File: src/rtl/gpu_bus_pkg.sv
// -----------------------------------------------------------------------------
// gpu_bus_pkg
// Shared definitions for the GPU register bus: the arbiter state encoding and
// the bus widths used by the SPI bridge, gpu_top and gpu_bus_arbiter.
// No ports (package only).
// -----------------------------------------------------------------------------
package gpu_bus_pkg;

  localparam int GPU_BUS_ADDR_WIDTH = 32;
  localparam int GPU_BUS_DATA_WIDTH = 32;

  typedef enum logic [1:0] {
    IDLE    = 2'd0,
    ISSUE   = 2'd1,
    WAIT_RD = 2'd2,
    RESP    = 2'd3
  } arb_state_t;

  // Width of an index into a vector of n entries (at least one bit).
  function automatic int idxWidth(input int n);
    return (n > 1) ? $clog2(n) : 1;
  endfunction

endpackage

File: src/rtl/gpu_bus_arbiter_rr_pick.sv
// -----------------------------------------------------------------------------
// rr_pick
// Combinational rotating-priority selector. Searches upward from last_i+1,
// wrapping from NUM_REQ-1 back to 0, and returns the first requester found.
// Ports:
//   req_i  : request vector
//   last_i : index of the previous winner (lowest priority this round)
//   gnt_o  : one-hot winner (all zero when nothing requests)
//   idx_o  : index of the winner (0 when nothing requests)
// -----------------------------------------------------------------------------
module rr_pick
  import gpu_bus_pkg::*;
#(
  parameter int NUM_REQ = 4,
  parameter int IDX_W   = idxWidth(NUM_REQ)
) (
  input  logic [NUM_REQ-1:0] req_i,
  input  logic [IDX_W-1:0]   last_i,
  output logic [NUM_REQ-1:0] gnt_o,
  output logic [IDX_W-1:0]   idx_o
);

  logic [IDX_W-1:0] cand;

  // Walk the candidates from the farthest offset down to the nearest one, so
  // the requester closest after last_i is the one left standing.
  always_comb begin
    gnt_o = '0;
    idx_o = '0;
    cand  = '0;
    for (int off = NUM_REQ; off >= 1; off--) begin
      cand = IDX_W'((int'(last_i) + off) % NUM_REQ);
      if (req_i[cand]) begin
        gnt_o       = '0;
        gnt_o[cand] = 1'b1;
        idx_o       = cand;
      end
    end
  end

endmodule

File: src/rtl/gpu_bus_arbiter.sv
// -----------------------------------------------------------------------------
// gpu_bus_arbiter
// Round-robin arbiter sharing the GPU register bus between NUM_REQ masters.
// One transaction is in flight at a time; read data is returned to the master
// that issued the read.
// Optional feature: define BUS_ARB_LOCK_EN to honour i_lock for atomic
// sequences (a locked winner keeps the bus until it issues an unlocked access).
// Ports:
//   clk, rst_n            : clock, asynchronous active-low reset
//   i_req/i_we/i_lock     : per-master request, write flag, lock request
//   i_addr/i_wdata        : per-master address and write data
//   o_gnt                 : one-hot grant pulse (ISSUE cycle)
//   o_rvalid/o_rdata      : one-hot read-return pulse and its data
//   o_bus_valid/o_bus_we  : issue strobe and write strobe towards the bus
//   o_bus_addr/o_bus_wdata: issued address and write data (held)
//   i_bus_rdata           : read data from the bus
// -----------------------------------------------------------------------------
module gpu_bus_arbiter
  import gpu_bus_pkg::*;
#(
  parameter int NUM_REQ    = 4,
  parameter int ADDR_WIDTH = GPU_BUS_ADDR_WIDTH,
  parameter int DATA_WIDTH = GPU_BUS_DATA_WIDTH,
  parameter int RD_LATENCY = 0
) (
  input  logic                                clk,
  input  logic                                rst_n,
  input  logic [NUM_REQ-1:0]                  i_req,
  input  logic [NUM_REQ-1:0]                  i_we,
  input  logic [NUM_REQ-1:0][ADDR_WIDTH-1:0]  i_addr,
  input  logic [NUM_REQ-1:0][DATA_WIDTH-1:0]  i_wdata,
  input  logic [NUM_REQ-1:0]                  i_lock,
  output logic [NUM_REQ-1:0]                  o_gnt,
  output logic [NUM_REQ-1:0]                  o_rvalid,
  output logic [DATA_WIDTH-1:0]               o_rdata,
  output logic                                o_bus_valid,
  output logic                                o_bus_we,
  output logic [ADDR_WIDTH-1:0]               o_bus_addr,
  output logic [DATA_WIDTH-1:0]               o_bus_wdata,
  input  logic [DATA_WIDTH-1:0]               i_bus_rdata
);

  localparam int IDX_W = idxWidth(NUM_REQ);

  arb_state_t              state_q, state_d;
  logic [IDX_W-1:0]        lastIdx_q, lastIdx_d;
  logic [NUM_REQ-1:0]      winOh_q, winOh_d;
  logic                    busWe_q, busWe_d;
  logic [ADDR_WIDTH-1:0]   busAddr_q, busAddr_d;
  logic [DATA_WIDTH-1:0]   busWdata_q, busWdata_d;
  logic [2:0]              rdLatCnt_q, rdLatCnt_d;
  logic [DATA_WIDTH-1:0]   rdata_q, rdata_d;

  logic [NUM_REQ-1:0]      reqEff;
  logic [NUM_REQ-1:0]      pickOh;
  logic [IDX_W-1:0]        pickIdx;

`ifdef BUS_ARB_LOCK_EN
  logic locked_q, locked_d;

  // While locked only the lock owner (the previous winner) may compete.
  always_comb begin
    reqEff = locked_q ? (i_req & winOh_q) : i_req;
  end
`else
  logic unusedLock;
  assign unusedLock = ^i_lock;

  // Without lock support every request competes every round.
  always_comb begin
    reqEff = i_req;
  end
`endif

  rr_pick #(
    .NUM_REQ (NUM_REQ),
    .IDX_W   (IDX_W)
  ) uPick (
    .req_i  (reqEff),
    .last_i (lastIdx_q),
    .gnt_o  (pickOh),
    .idx_o  (pickIdx)
  );

  // Next-state logic. The winner's payload is latched while still in IDLE so
  // it is on the bus outputs during the ISSUE cycle; a read then either
  // captures data straight away or counts down the bus read latency.
  always_comb begin
    state_d    = state_q;
    lastIdx_d  = lastIdx_q;
    winOh_d    = winOh_q;
    busWe_d    = busWe_q;
    busAddr_d  = busAddr_q;
    busWdata_d = busWdata_q;
    rdLatCnt_d = rdLatCnt_q;
    rdata_d    = rdata_q;
`ifdef BUS_ARB_LOCK_EN
    locked_d   = locked_q;
`endif
    case (state_q)
      IDLE: begin
        if (|reqEff) begin
          winOh_d    = pickOh;
          lastIdx_d  = pickIdx;
          busWe_d    = i_we[pickIdx];
          busAddr_d  = i_addr[pickIdx];
          busWdata_d = i_wdata[pickIdx];
`ifdef BUS_ARB_LOCK_EN
          // The payload (lock included) is stable until grant, so sampling it
          // here equals sampling it in the grant cycle.
          locked_d   = i_lock[pickIdx];
`endif
          state_d    = ISSUE;
        end
      end
      ISSUE: begin
        if (busWe_q) begin
          state_d = IDLE;
        end else if (RD_LATENCY == 0) begin
          rdata_d = i_bus_rdata;
          state_d = RESP;
        end else begin
          rdLatCnt_d = 3'(RD_LATENCY - 1);
          state_d    = WAIT_RD;
        end
      end
      WAIT_RD: begin
        if (rdLatCnt_q == 3'd0) begin
          rdata_d = i_bus_rdata;
          state_d = RESP;
        end else begin
          rdLatCnt_d = rdLatCnt_q - 3'd1;
        end
      end
      RESP: begin
        state_d = IDLE;
      end
      default: begin
        state_d = IDLE;
      end
    endcase
  end

  // State register. last starts at NUM_REQ-1 so master 0 wins first.
  always_ff @(posedge clk or negedge rst_n) begin
    if (!rst_n) begin
      state_q    <= IDLE;
      lastIdx_q  <= IDX_W'(NUM_REQ - 1);
      winOh_q    <= '0;
      busWe_q    <= 1'b0;
      busAddr_q  <= '0;
      busWdata_q <= '0;
      rdLatCnt_q <= '0;
      rdata_q    <= '0;
`ifdef BUS_ARB_LOCK_EN
      locked_q   <= 1'b0;
`endif
    end else begin
      state_q    <= state_d;
      lastIdx_q  <= lastIdx_d;
      winOh_q    <= winOh_d;
      busWe_q    <= busWe_d;
      busAddr_q  <= busAddr_d;
      busWdata_q <= busWdata_d;
      rdLatCnt_q <= rdLatCnt_d;
      rdata_q    <= rdata_d;
`ifdef BUS_ARB_LOCK_EN
      locked_q   <= locked_d;
`endif
    end
  end

  // Outputs come straight from registers, so reset clears them immediately.
  assign o_bus_valid = (state_q == ISSUE);
  assign o_bus_we    = o_bus_valid & busWe_q;
  assign o_gnt       = o_bus_valid ? winOh_q : '0;
  assign o_rvalid    = (state_q == RESP) ? winOh_q : '0;
  assign o_rdata     = rdata_q;
  assign o_bus_addr  = busAddr_q;
  assign o_bus_wdata = busWdata_q;

endmodule

File: config.mk
export PLATFORM = sky130hd
export DESIGN_NAME = gpu_bus_arbiter
export DESIGN_NICKNAME = d
export VERILOG_FILES = /design/src/rtl/gpu_bus_pkg.sv /design/src/rtl/gpu_bus_arbiter_rr_pick.sv /design/src/rtl/gpu_bus_arbiter.sv
export SDC_FILE = /design/constraint.sdc
export NUM_CORES = 1
export LEC_CHECK = 0
export ABC_AREA = 1
export BUFFER_PORTS_ARGS = -buffer_cell sky130_fd_sc_hd__buf_2
export CORE_AREA = 3 3 159 161
export CTS_CLUSTER_SIZE = 40
export DETAILED_ROUTE_END_ITERATION = 12
export DIE_AREA = 0 0 162 164
export PLACE_DENSITY = 0.62
export SYNTH_ARGS = -nofsm -noshare
export SYNTH_HDL_FRONTEND = slang
export SYNTH_HIERARCHICAL = 1
export SYNTH_SLANG_ARGS = --single-unit
File: constraint.sdc
create_clock -name clk -period 5.7 [get_ports clk]
set_clock_uncertainty 0.1 [all_clocks]
set_input_delay 1.14 -clock clk [delete_from_list [all_inputs] [get_ports clk]]
set_output_delay 1.14 -clock clk [all_outputs]
set_load 0.01 [all_outputs]
# ---- Yosys cells after proc, flatten, opt, wreduce, memory -nomap -nowiden
# Cells that the tools add are included.
dict set report totals {
  register_bits 108
  latch_bits 0
  mem_bits_rw 0
  mem_bits_ro 0
  input_bits 302
  output_inout_bits 106
  wordCells 81
  n_memories 0
}
dict set report op_classes {
  n_addsub 5
  multipliers 0
  n_div 0
  order_cmp 9
  n_eq_ne 6
  shift 0
  n_mux 39
  bitwise 2
  n_reduce_logical 12
}
# cell count
set op_table {}
lappend op_table {{32-bit binary-select mux with 2-bit select} 2}
lappend op_table {{32-bit 2-to-1 mux} 4}
lappend op_table {{32-bit one-hot mux with 2 select lines} 1}
lappend op_table {{4-bit 2-to-1 mux} 6}
lappend op_table {{2-bit by 3-bit < comparator with 1-bit output, second input constant} 5}
lappend op_table {{2-bit 2-to-1 mux} 7}
lappend op_table {{1-bit binary-select mux with 2-bit select} 5}
lappend op_table {{1-bit 2-to-1 mux} 9}
lappend op_table {{1-bit demux with 2-bit select} 4}
lappend op_table {{2-bit by 1-bit >= comparator with 1-bit output, second input constant} 4}
lappend op_table {{2-bit one-hot mux with 4 select lines} 1}
lappend op_table {{2-bit inequality test, second input constant} 3}
lappend op_table {{2-bit AND reduction} 3}
lappend op_table {{2-bit by 1-bit adder with 2-bit output, second input constant} 2}
lappend op_table {{2-bit adder, second input constant} 2}
lappend op_table {{2-bit == test, second input constant} 2}
lappend op_table {{1-bit logical AND} 4}
lappend op_table {{4-bit OR reduction} 1}
lappend op_table {{3-bit zero test} 1}
lappend op_table {{3-bit AND reduction} 1}
lappend op_table {{3-bit by 1-bit subtractor with 3-bit output, second input constant} 1}
lappend op_table {{2-bit by 1-bit == test with 1-bit output, second input constant} 1}
lappend op_table {{2-bit zero test} 1}
lappend op_table {{2-bit nonzero test} 1}
lappend op_table {{2 further kinds} 2}

# ---- Longest topological paths before layout
# Gate-level depths: netlist of the first run.
dict set report logic_depth {
  ltp_word 9
  depth_mapped 18
  depth_no_buf 15
}

# ---- By module
# The synthesis of the first run kept the hierarchy.
# module n_inst cells_each area_per_inst_um2 seq_area_each_um2
set by_module_without_submodules {}
lappend by_module_without_submodules {gpu_bus_arbiter 1 1244 7439.6 2705.1}
lappend by_module_without_submodules {rr_pick 1 86 436.7 0.0}

# ---- Least setup slack after synthesis of the first run
# No wires, ideal clock.
dict set report synth_timing {
  path_type {input -> register}
  from {input i_req[3]}
  to {register busWdata_q[24], in the netlist o_bus_wdata[24]}
  arrival_ns 2.486
  path_slack_ns 2.998
  path_stages 17
  n_path_buf 3
  cell_sequence {inv_1 -> nand2_1 -> nand3_1 -> nand2_1 -> nand2_1 -> clkinv_1 -> o21ai_0 -> nand2_1 -> buf_2 -> inv_2 -> buf_6 -> buf_2 -> nand2_1 -> nand3_1 -> nand2_1 -> nand2_1 -> nand2_1}
}
dict set report synth_via {
  elab_chain_len 8
  word_cells_on_any_way 16
  cone_classes {mux (14); reduce/logical (2)}
}
# element line
set synth_rtl {}
lappend synth_rtl {{from (decl)} gpu_bus_arbiter.sv:28} ;# input logic [NUM_REQ-1:0] i_req,
lappend synth_rtl {{1-bit binary-select mux with 2-bit select} gpu_bus_arbiter_rr_pick.sv:33} ;# if (req_i[cand]) begin
lappend synth_rtl {{1-bit 2-to-1 mux (implied by the code)} gpu_bus_arbiter_rr_pick.sv:33}
lappend synth_rtl {{2-bit 2-to-1 mux (3 in series)} gpu_bus_arbiter_rr_pick.sv:33}
lappend synth_rtl {{2-bit 2-to-1 mux *} gpu_bus_arbiter_rr_pick.sv:33}
lappend synth_rtl {{net pickIdx[0]} gpu_bus_arbiter.sv:56} ;# logic [IDX_W-1:0] pickIdx;
lappend synth_rtl {{32-bit binary-select mux with 2-bit select *} gpu_bus_arbiter.sv:107} ;# busWdata_d = i_wdata[pickIdx];
lappend synth_rtl {{32-bit 2-to-1 mux (implied by the code) *} gpu_bus_arbiter.sv:107}
lappend synth_rtl {{to (signal assigned)} gpu_bus_arbiter.sv:164} ;# busWdata_q <= busWdata_d;
lappend synth_rtl {{to (decl)} gpu_bus_arbiter.sv:50} ;# logic [DATA_WIDTH-1:0] busWdata_q, busWdata_d;
# Mark *: on every way through the listed nets, which the timed path passes. The rest lies on a longest branch. The select of a mux whose other input is x is not followed.
# A chain may end at the register's enable or synchronous reset.

# ---- Final worst setup path of the first run
dict set report layout_timing {
  from {register lastIdx_q[0]}
  to {register busWdata_q[1], in the netlist o_bus_wdata[1]}
}
dict set report layout_via {
  elab_chain_len 9
  word_cells_on_any_way 18
  cone_classes {add/sub (4); mux (14)}
}
# element line
set layout_rtl {}
lappend layout_rtl {{from (decl)} gpu_bus_arbiter.sv:46} ;# logic [IDX_W-1:0] lastIdx_q, lastIdx_d;
lappend layout_rtl {{from (signal assigned)} gpu_bus_arbiter.sv:148} ;# lastIdx_q <= IDX_W'(NUM_REQ - 1);
lappend layout_rtl {{from (signal assigned)} gpu_bus_arbiter.sv:160} ;# lastIdx_q <= lastIdx_d;
lappend layout_rtl {{2-bit by 1-bit adder with 2-bit output} gpu_bus_arbiter_rr_pick.sv:32} ;# cand = IDX_W'((int'(last_i) + off) % NUM_REQ);
lappend layout_rtl {{1-bit binary-select mux with 2-bit select} gpu_bus_arbiter_rr_pick.sv:33}
lappend layout_rtl {{1-bit 2-to-1 mux (implied by the code)} gpu_bus_arbiter_rr_pick.sv:33}
lappend layout_rtl {{2-bit 2-to-1 mux (3 in series)} gpu_bus_arbiter_rr_pick.sv:33}
lappend layout_rtl {{2-bit 2-to-1 mux *} gpu_bus_arbiter_rr_pick.sv:33}
lappend layout_rtl {{net pickIdx[0]} gpu_bus_arbiter.sv:56}
lappend layout_rtl {{32-bit binary-select mux with 2-bit select *} gpu_bus_arbiter.sv:107}
lappend layout_rtl {{32-bit 2-to-1 mux (implied by the code) *} gpu_bus_arbiter.sv:107}
# Marks and branches as above.

==> flow_summary.json, run 1 <==
{
  "outcome": "finished clean",
  "worst_pin_slew_ns": 1.004,
  "crit_arrival_ns": 4.30,
  "fmax_mhz": 241.0,
  "grt.total_usage": 0.1863,
  "fin_area_mm2": 0.01025,
  "ir_worst_vdd_mv": 0.5455,
  "start_kind": "flip-flop",
  "syn2layout_area_growth_pct": 30.13,
  "slew_headroom": 0.3296,
  "multiInputGateArea_mm2": 0.003652,
  "crit_chain": "inv_2 > ha_1 > inv_1 > nand3_1 > nand2_2 > nand2_1 > clkinv_1 > o21ai_0 > nand2_4 > inv_4 > buf_12 > nand2_1 > nand3_1 > nand2_1 > nand2_1 > nand2_1",
  "synth_common_cells": "nand2_1 (627), inv_1 (287), nand3_1 (174)",
  "setup.worst_path.end_class": "flip-flop",
  "numCtsBuffers": 9,
  "grt_setup_unrepaired": "false",
  "wl_per_cell_um": 12.84,
  "p_sw_frac": 0.5572,
  "first_iter_violations": 322,
  "die_w_um": 162,
  "grt_pass1_wl_mm": 40.16,
  "cts-root-buf": "clkbuf_16",
  "dieHeight_um": 164,
  "h-tree-depth": 3,
  "final-hold-violation-count": 0,
  "cts_resized": 0,
  "fin_util": 0.4252,
  "dieArea_mm2": 0.02657,
  "grt.overflow.total": 0,
  "postCtsSetupBuffers": 0,
  "fin_tns_setup_ns": 0,
  "maxSlewViolCount": 0,
  "ant_nets": 0,
  "synth_area_leaders": "dfrtp_1 (34%), nand2_1 (30%), inv_1 (14%)",
  "port_buffers": 403,
  "syn_area_mm2": 0.007876,
  "internal_power_uw": 3102,
  "synth_most_common_cell": "nand2_1",
  "core_area_mm2": 0.02411,
  "regArea_mm2": 0.002705,
  "worstSetupPathType": "reg2reg",
  "synth_top_area_share": 0.3368,
  "ys_warn_count": 6,
  "power_density_mw_per_mm2": 683.4,
  "clock_latency_ns": 0.35,
  "setup_viol": 0,
  "grt_pass1_vias": 8234,
  "initial_core_util": 0.3267,
  "ys_types": 25,
  "period_needed_ns": 4.150,
  "synth_edf_count": 0,
  "maxCapViolations": 0,
  "whs_ns": 0.3754,
  "vias_per_cell": 4.305,
  "power_frac_clock": 0.090,
  "cpMaxStageDelayCell": "inv_4",
  "syn-num-nets": 1640,
  "crit_fanout": 88,
  "finalPower_uw": 7005,
  "seq_area_frac_synth": 0.3434,
  "first_pass_iters": 7,
  "placed_area_mm2": 0.009946,
  "async_flop_share": 1.000,
  "grt_max_degree": 89,
  "drive_above_1_share": 0.2706,
  "worstPathRequired_ns": 5.85,
  "fill_cells": 2656,
  "p_comb_frac": 0.714,
  "netlist_instances": 1330,
  "slowest_delay_ns": 0.80,
  "place_hpwl_mm": 19.08,
  "p_leak_uw": 0.006917,
  "finalWirelength_mm": 25.86,
  "cts.sinks": 108,
  "yosysTopAreaCell": "dfrtp_1",
  "power_frac_seq": 0.195,
  "vias": 8670,
  "cts_tree": "done",
  "postCtsHoldBufs": 0,
  "cts_buffer_depth": 2,
  "route.detailed.drc": 0,
  "power.switching_uw": 3903,
  "yosys_register_bits": 108,
  "clkTransAtPathRegs_ns": 0.08,
  "hold_class": "reg2reg",
  "synthFlopType": "dfrtp_1",
  "min_period_over_period": 0.7281,
  "num_rows": 57,
  "antenna_found_initial": 0,
  "pin_count": 408,
  "nets": 1994,
  "cpMostUsedCell": "nand2_1",
  "routabilityCongestion": 0.8686,
  "synth_area_per_cell_um2": 5.922
}
==> logic make-up after synthesis <==
logic type / synth area share
AND/OR/NAND/NOR: 0.4407
buffers and inverters: 0.1944
AO/OA/AOI/OAI: 0.007624
XOR/XNOR: 0.001112
adder cells (fa/ha/maj): 0.01271
flip-flops: 0.3434
==> metal layers <==
metal	global-route usage	wire, um	vias up
met1	0.2168	10830	3798
met4	0.05312	491	0
met5	0	0	-
met3	0.03808	1698	25
li1	-	-	4551
met2	0.3460	12850	296
==> registers in the layout (all words and copies together) (netlist names) <==
name,flops
busWe_q,1
lastIdx_q,2
o_bus_addr,32
o_bus_wdata,32
o_rdata,32
rdLatCnt_q,3
state_q,2
winOh_q,4
==> layout make-up <==
type | count | area share
repair buffers | 410 | 0.2034
flip-flops and latches | 108 | 0.2639
clock inverters | 7 | 0.007446
diodes | 1 | 0.0002441
clock buffers | 9 | 0.02197
inverters | 292 | 0.1072
well taps | 324 | 0.03955
multi-input cells | 863 | 0.3563
==> critical path, delay by kind of cell, from the launching register on <==
family | cells | cell delay, ns
buffers and inverters | 5 | 1.47
and+or+nand+nor | 9 | 1.06
AOI/OAI and AO/OA | 1 | 0.31
DFF | 1 | 0.66
adders and majority gates | 1 | 0.39
==> worst paths after layout <==
kind,slack [ns],end,cells past startpoint,from
min in group asynchronous,0.80,o_rdata[10],1,rst_n
worst max-delay path,1.55,o_bus_wdata[1],16,lastIdx_q[0]
max in group asynchronous,3.59,o_bus_wdata[7],2,rst_n
worst min register to register,0.38,o_bus_wdata[15],2,o_bus_wdata[15]
worst max register to register,1.55,o_bus_wdata[1],16,lastIdx_q[0]
worst min-delay path,0.38,o_bus_wdata[15],2,o_bus_wdata[15]
==> through the flow <==
step           setup WS [ns]  instances
3_3_place_gp           1.458       1997
5_1_grt                1.175       2013
2_1_floorplan          2.998       1330
4_1_cts                1.519       2013
3_5_place_dp           1.451       1997
6_report               1.550       2014
==> power by group through the flow <==
stage	clock, uW	combinational, uW	sequential, uW
global route	684	5740	1420
detailed placement	0	5080	1370
CTS	656	5100	1370
floorplan	0	3680	1530
global placement	0	5040	1370
finish	633	5000	1370
==> layout by cell type, fill, tap and decap left out <==
cell,instances
a21oi_1,5
buf_12,1
buf_2,402
buf_4,7
clkbuf_16,9
clkinv_1,1
clkinv_8,2
clkinvlp_4,2
dfrtp_1,106
dfstp_2,2
diode_2,1
ha_1,8
inv_1,286
inv_2,4
inv_4,1
inv_6,2
inv_8,1
nand2_1,624
nand2_2,15
nand2_4,4
nand3_1,174
nand3_2,2
nand4_1,1
nor2_1,17
nor2_2,1
nor2_4,2
o21ai_0,6
o21ai_1,1
or2_0,2
xor2_1,1
No activity file was read; power rests on OpenSTA's default activity.
==> run 2, diff against run 1 <==
- ABC_AREA: 1 -> 0
- CORE_AREA: 3 3 159 161 -> 3 3 155 157
- DIE_AREA: 0 0 162 164 -> 0 0 158 160
- PLACE_DENSITY: 0.62 -> 0.59
- clock period: 5.7 -> 3.7 ns (I/O delays scaled with it)
==> run 2 against run 1 <==
Combinational power is 5.0% higher. Die area is 4.8% lower. Clock power increased by 52%. Worst hold slack lost 0.16 ns. Sequential power is 55% higher. Core utilization shrank 3.1 points. Fmax increased by 21%. Total power is 19% higher. Highest routed layer is now met5.
==> flow_summary.json, run 2 <==
{
  "outcome": "finished clean",
  "nets": 1102,
  "cts_tree": "done",
  "maxCapViolations": 0,
  "numCtsBuffers": 9,
  "seq_area_frac_synth": 0.4352,
  "h-tree-depth": 3,
  "synth_most_common_cell": "dfrtp_1",
  "cpMostUsedCell": "mux4_2",
  "final_cell_mix": "buf_2 (402), dfrtp_1 (106), mux2_2 (85)",
  "grt.overflow.total": 0,
  "crit_chain": "inv_1 > ha_1 > mux4_2 > a21oi_1 > o22ai_4 > buf_12 > buf_4 > mux4_2 > mux2_2",
  "vias": 5130,
  "placed_area_mm2": 0.008621,
  "first_iter_violations": 231,
  "placed_cells": 1066,
  "p_leak_uw": 0.004230,
  "finalWirelength_mm": 20.14,
  "use_met3": 0.03875,
  "postCtsHoldBufs": 0,
  "reg2regPathDepth": 9,
  "cts_resized": 0,
  "async_flop_share": 1.000,
  "grt_setup_unrepaired": "false",
  "port_buffers": 403,
  "fin_tns_setup_ns": 0,
  "synth_top_family_by_area": "multiplexers",
  "vias_per_cell": 4.737,
  "synth-compound-area-share": 0.03060,
  "worstPathRequired_ns": 3.84,
  "synth_fa_ha_area_frac": 0.01610,
  "synth_common_cells": "dfrtp_1 (106), mux2_2 (85), mux4_2 (67)",
  "fin_ws_ns": 0.2764,
  "final_cells": 1083,
  "core_area_mm2": 0.02264,
  "grt_max_degree": 67,
  "yosys_register_bits": 108,
  "ys_types": 38,
  "start_kind": "flip-flop",
  "final-hold-violation-count": 0,
  "clock_latency_ns": 0.35,
  "syn2layout_area_growth_pct": 43.50,
  "worstSetupPathType": "reg2reg",
  "setup.worst_path.end_class": "flip-flop",
  "dieHeight_um": 160,
  "clkTransAtPathRegs_ns": 0.08,
  "slew_headroom": 0.3534,
  "period_needed_ns": 3.424,
  "maxSlewViolCount": 0,
  "fmax_mhz": 292.1,
  "cts.sinks": 108,
  "fin_util": 0.3940,
  "preCtsSetupSlack_ns": 0.2650,
  "grt_pass1_wl_mm": 29.66,
  "antenna_found_initial": 2,
  "route.detailed.drc": 0,
  "crit_arrival_ns": 3.56,
  "place_hpwl_mm": 16.33,
  "worst_pin_slew_ns": 0.9699,
  "ir_worst_vdd_mv": 0.5384,
  "wl_per_cell_um": 18.60,
  "ant_nets": 0,
  "syn-num-nets": 703,
  "min_period_over_period": 0.9253,
  "routabilityCongestion": 0.8370,
  "syn_area_mm2": 0.006216,
  "grt.total_usage": 0.1535,
  "mostFrequentLayoutCell": "buf_2",
  "synth_area_leaders": "dfrtp_1 (43%), mux4_2 (24%), mux2_2 (15%)",
  "synth_edf_count": 0,
  "postCtsSetupBuffers": 0,
  "hold_class": "in2async",
  "synthMuxAreaShare": 0.4493,
  "power_density_mw_per_mm2": 935.1,
  "grtUsageMet1": 0.1853,
  "cpMaxStageDelayCell": "mux4_2",
  "ys_warn_count": 6,
  "grt_pass1_vias": 5357,
  "synth_xor_area_frac": 0.001409,
  "yosysTopAreaCell": "dfrtp_1",
  "die_w_um": 158,
  "synthFlopType": "dfrtp_1",
  "drive_above_1_share": 0.7541,
  "grt_use_met2": 0.2721,
  "grt.busiest_layer": "met2",
  "fin_area_mm2": 0.008920,
  "num_rows": 55,
  "cts-root-buf": "clkbuf_16",
  "synth_top_area_share": 0.4267,
  "synth_area_per_cell_um2": 15.82,
  "cts_buffer_depth": 2,
  "crit_fanout": 9,
  "setup_viol": 0,
  "dieArea_mm2": 0.02528,
  "slowest_delay_ns": 0.57,
  "yosys.area_share.simple": 0.03080,
  "initial_core_util": 0.2746,
  "pin_count": 408,
  "netlist_instances": 393,
  "first_pass_iters": 4
}
## run 2: kinds of logic after synthesis
kind of cell               Yosys count
muxes                              182
DFF                                108
buffers and inverters               40
and+or+nand+nor                     28
AOI/OAI and AO/OA                   26
adders and majority gates            8
xor gates and xnor gates             1
## run 2: final timing paths
kind / to / start / slack [ns]
worst max-delay path: o_bus_addr[23] / lastIdx_q[1] / 0.28
worst min-delay path: o_rdata[14] / rst_n / 0.21
worst max register to register: o_bus_addr[23] / lastIdx_q[1] / 0.28
min in group clk: o_rdata[8] / o_rdata[8] / 0.38
worst min register to register: o_rdata[8] / o_rdata[8] / 0.38
max in group asynchronous: lastIdx_q[0] / rst_n / 2.58
## run 2: final cells by class
class,instances,area (um2)
clock buffer,10,239.0
sequential,108,2705
antenna,1,2.502
timing repair buffer,420,2210
multi-input combinational,245,3319
inverter,8,30.03
fill,2215,13720
clock inverter,6,57.56
tap,285,356.6
## run 2: layer usage
metal	part of all wire	up-vias	routed length (um)
met5	0.00065	-	13
met1	0.40	2505	7996
li1	-	2346	-
met4	0.011	2	221
met2	0.51	261	10300
met3	0.080	16	1615
## run 2: per-stage QoR
stage,total power [uW],hold WS (ns)
final,8341,0.2118
after floorplan,5817,0.3444
after CTS,8521,0.2020
after detailed placement,7526,0.3692
after global routing,8967,0.2229
after global placement,7460,0.3643
## run 2: worst max-delay path, delay by kind of cell, from the launching register on
kind	cells	cell delay, ns
compound gates	2	0.41
fa+ha+maj	1	0.53
buf+inv	3	0.46
flops	1	0.53
mux	3	1.28
## run 2: power breakdown
part | internal (uW) | total [uW] | switching, uW | leakage (uW)
registers | 1810 | 2130 | 316 | 0.00127
logic | 2920 | 5250 | 2340 | 0.00281
clock network | 489 | 960 | 471 | 0.000144
total | 5220 | 8340 | 3120 | 0.00423
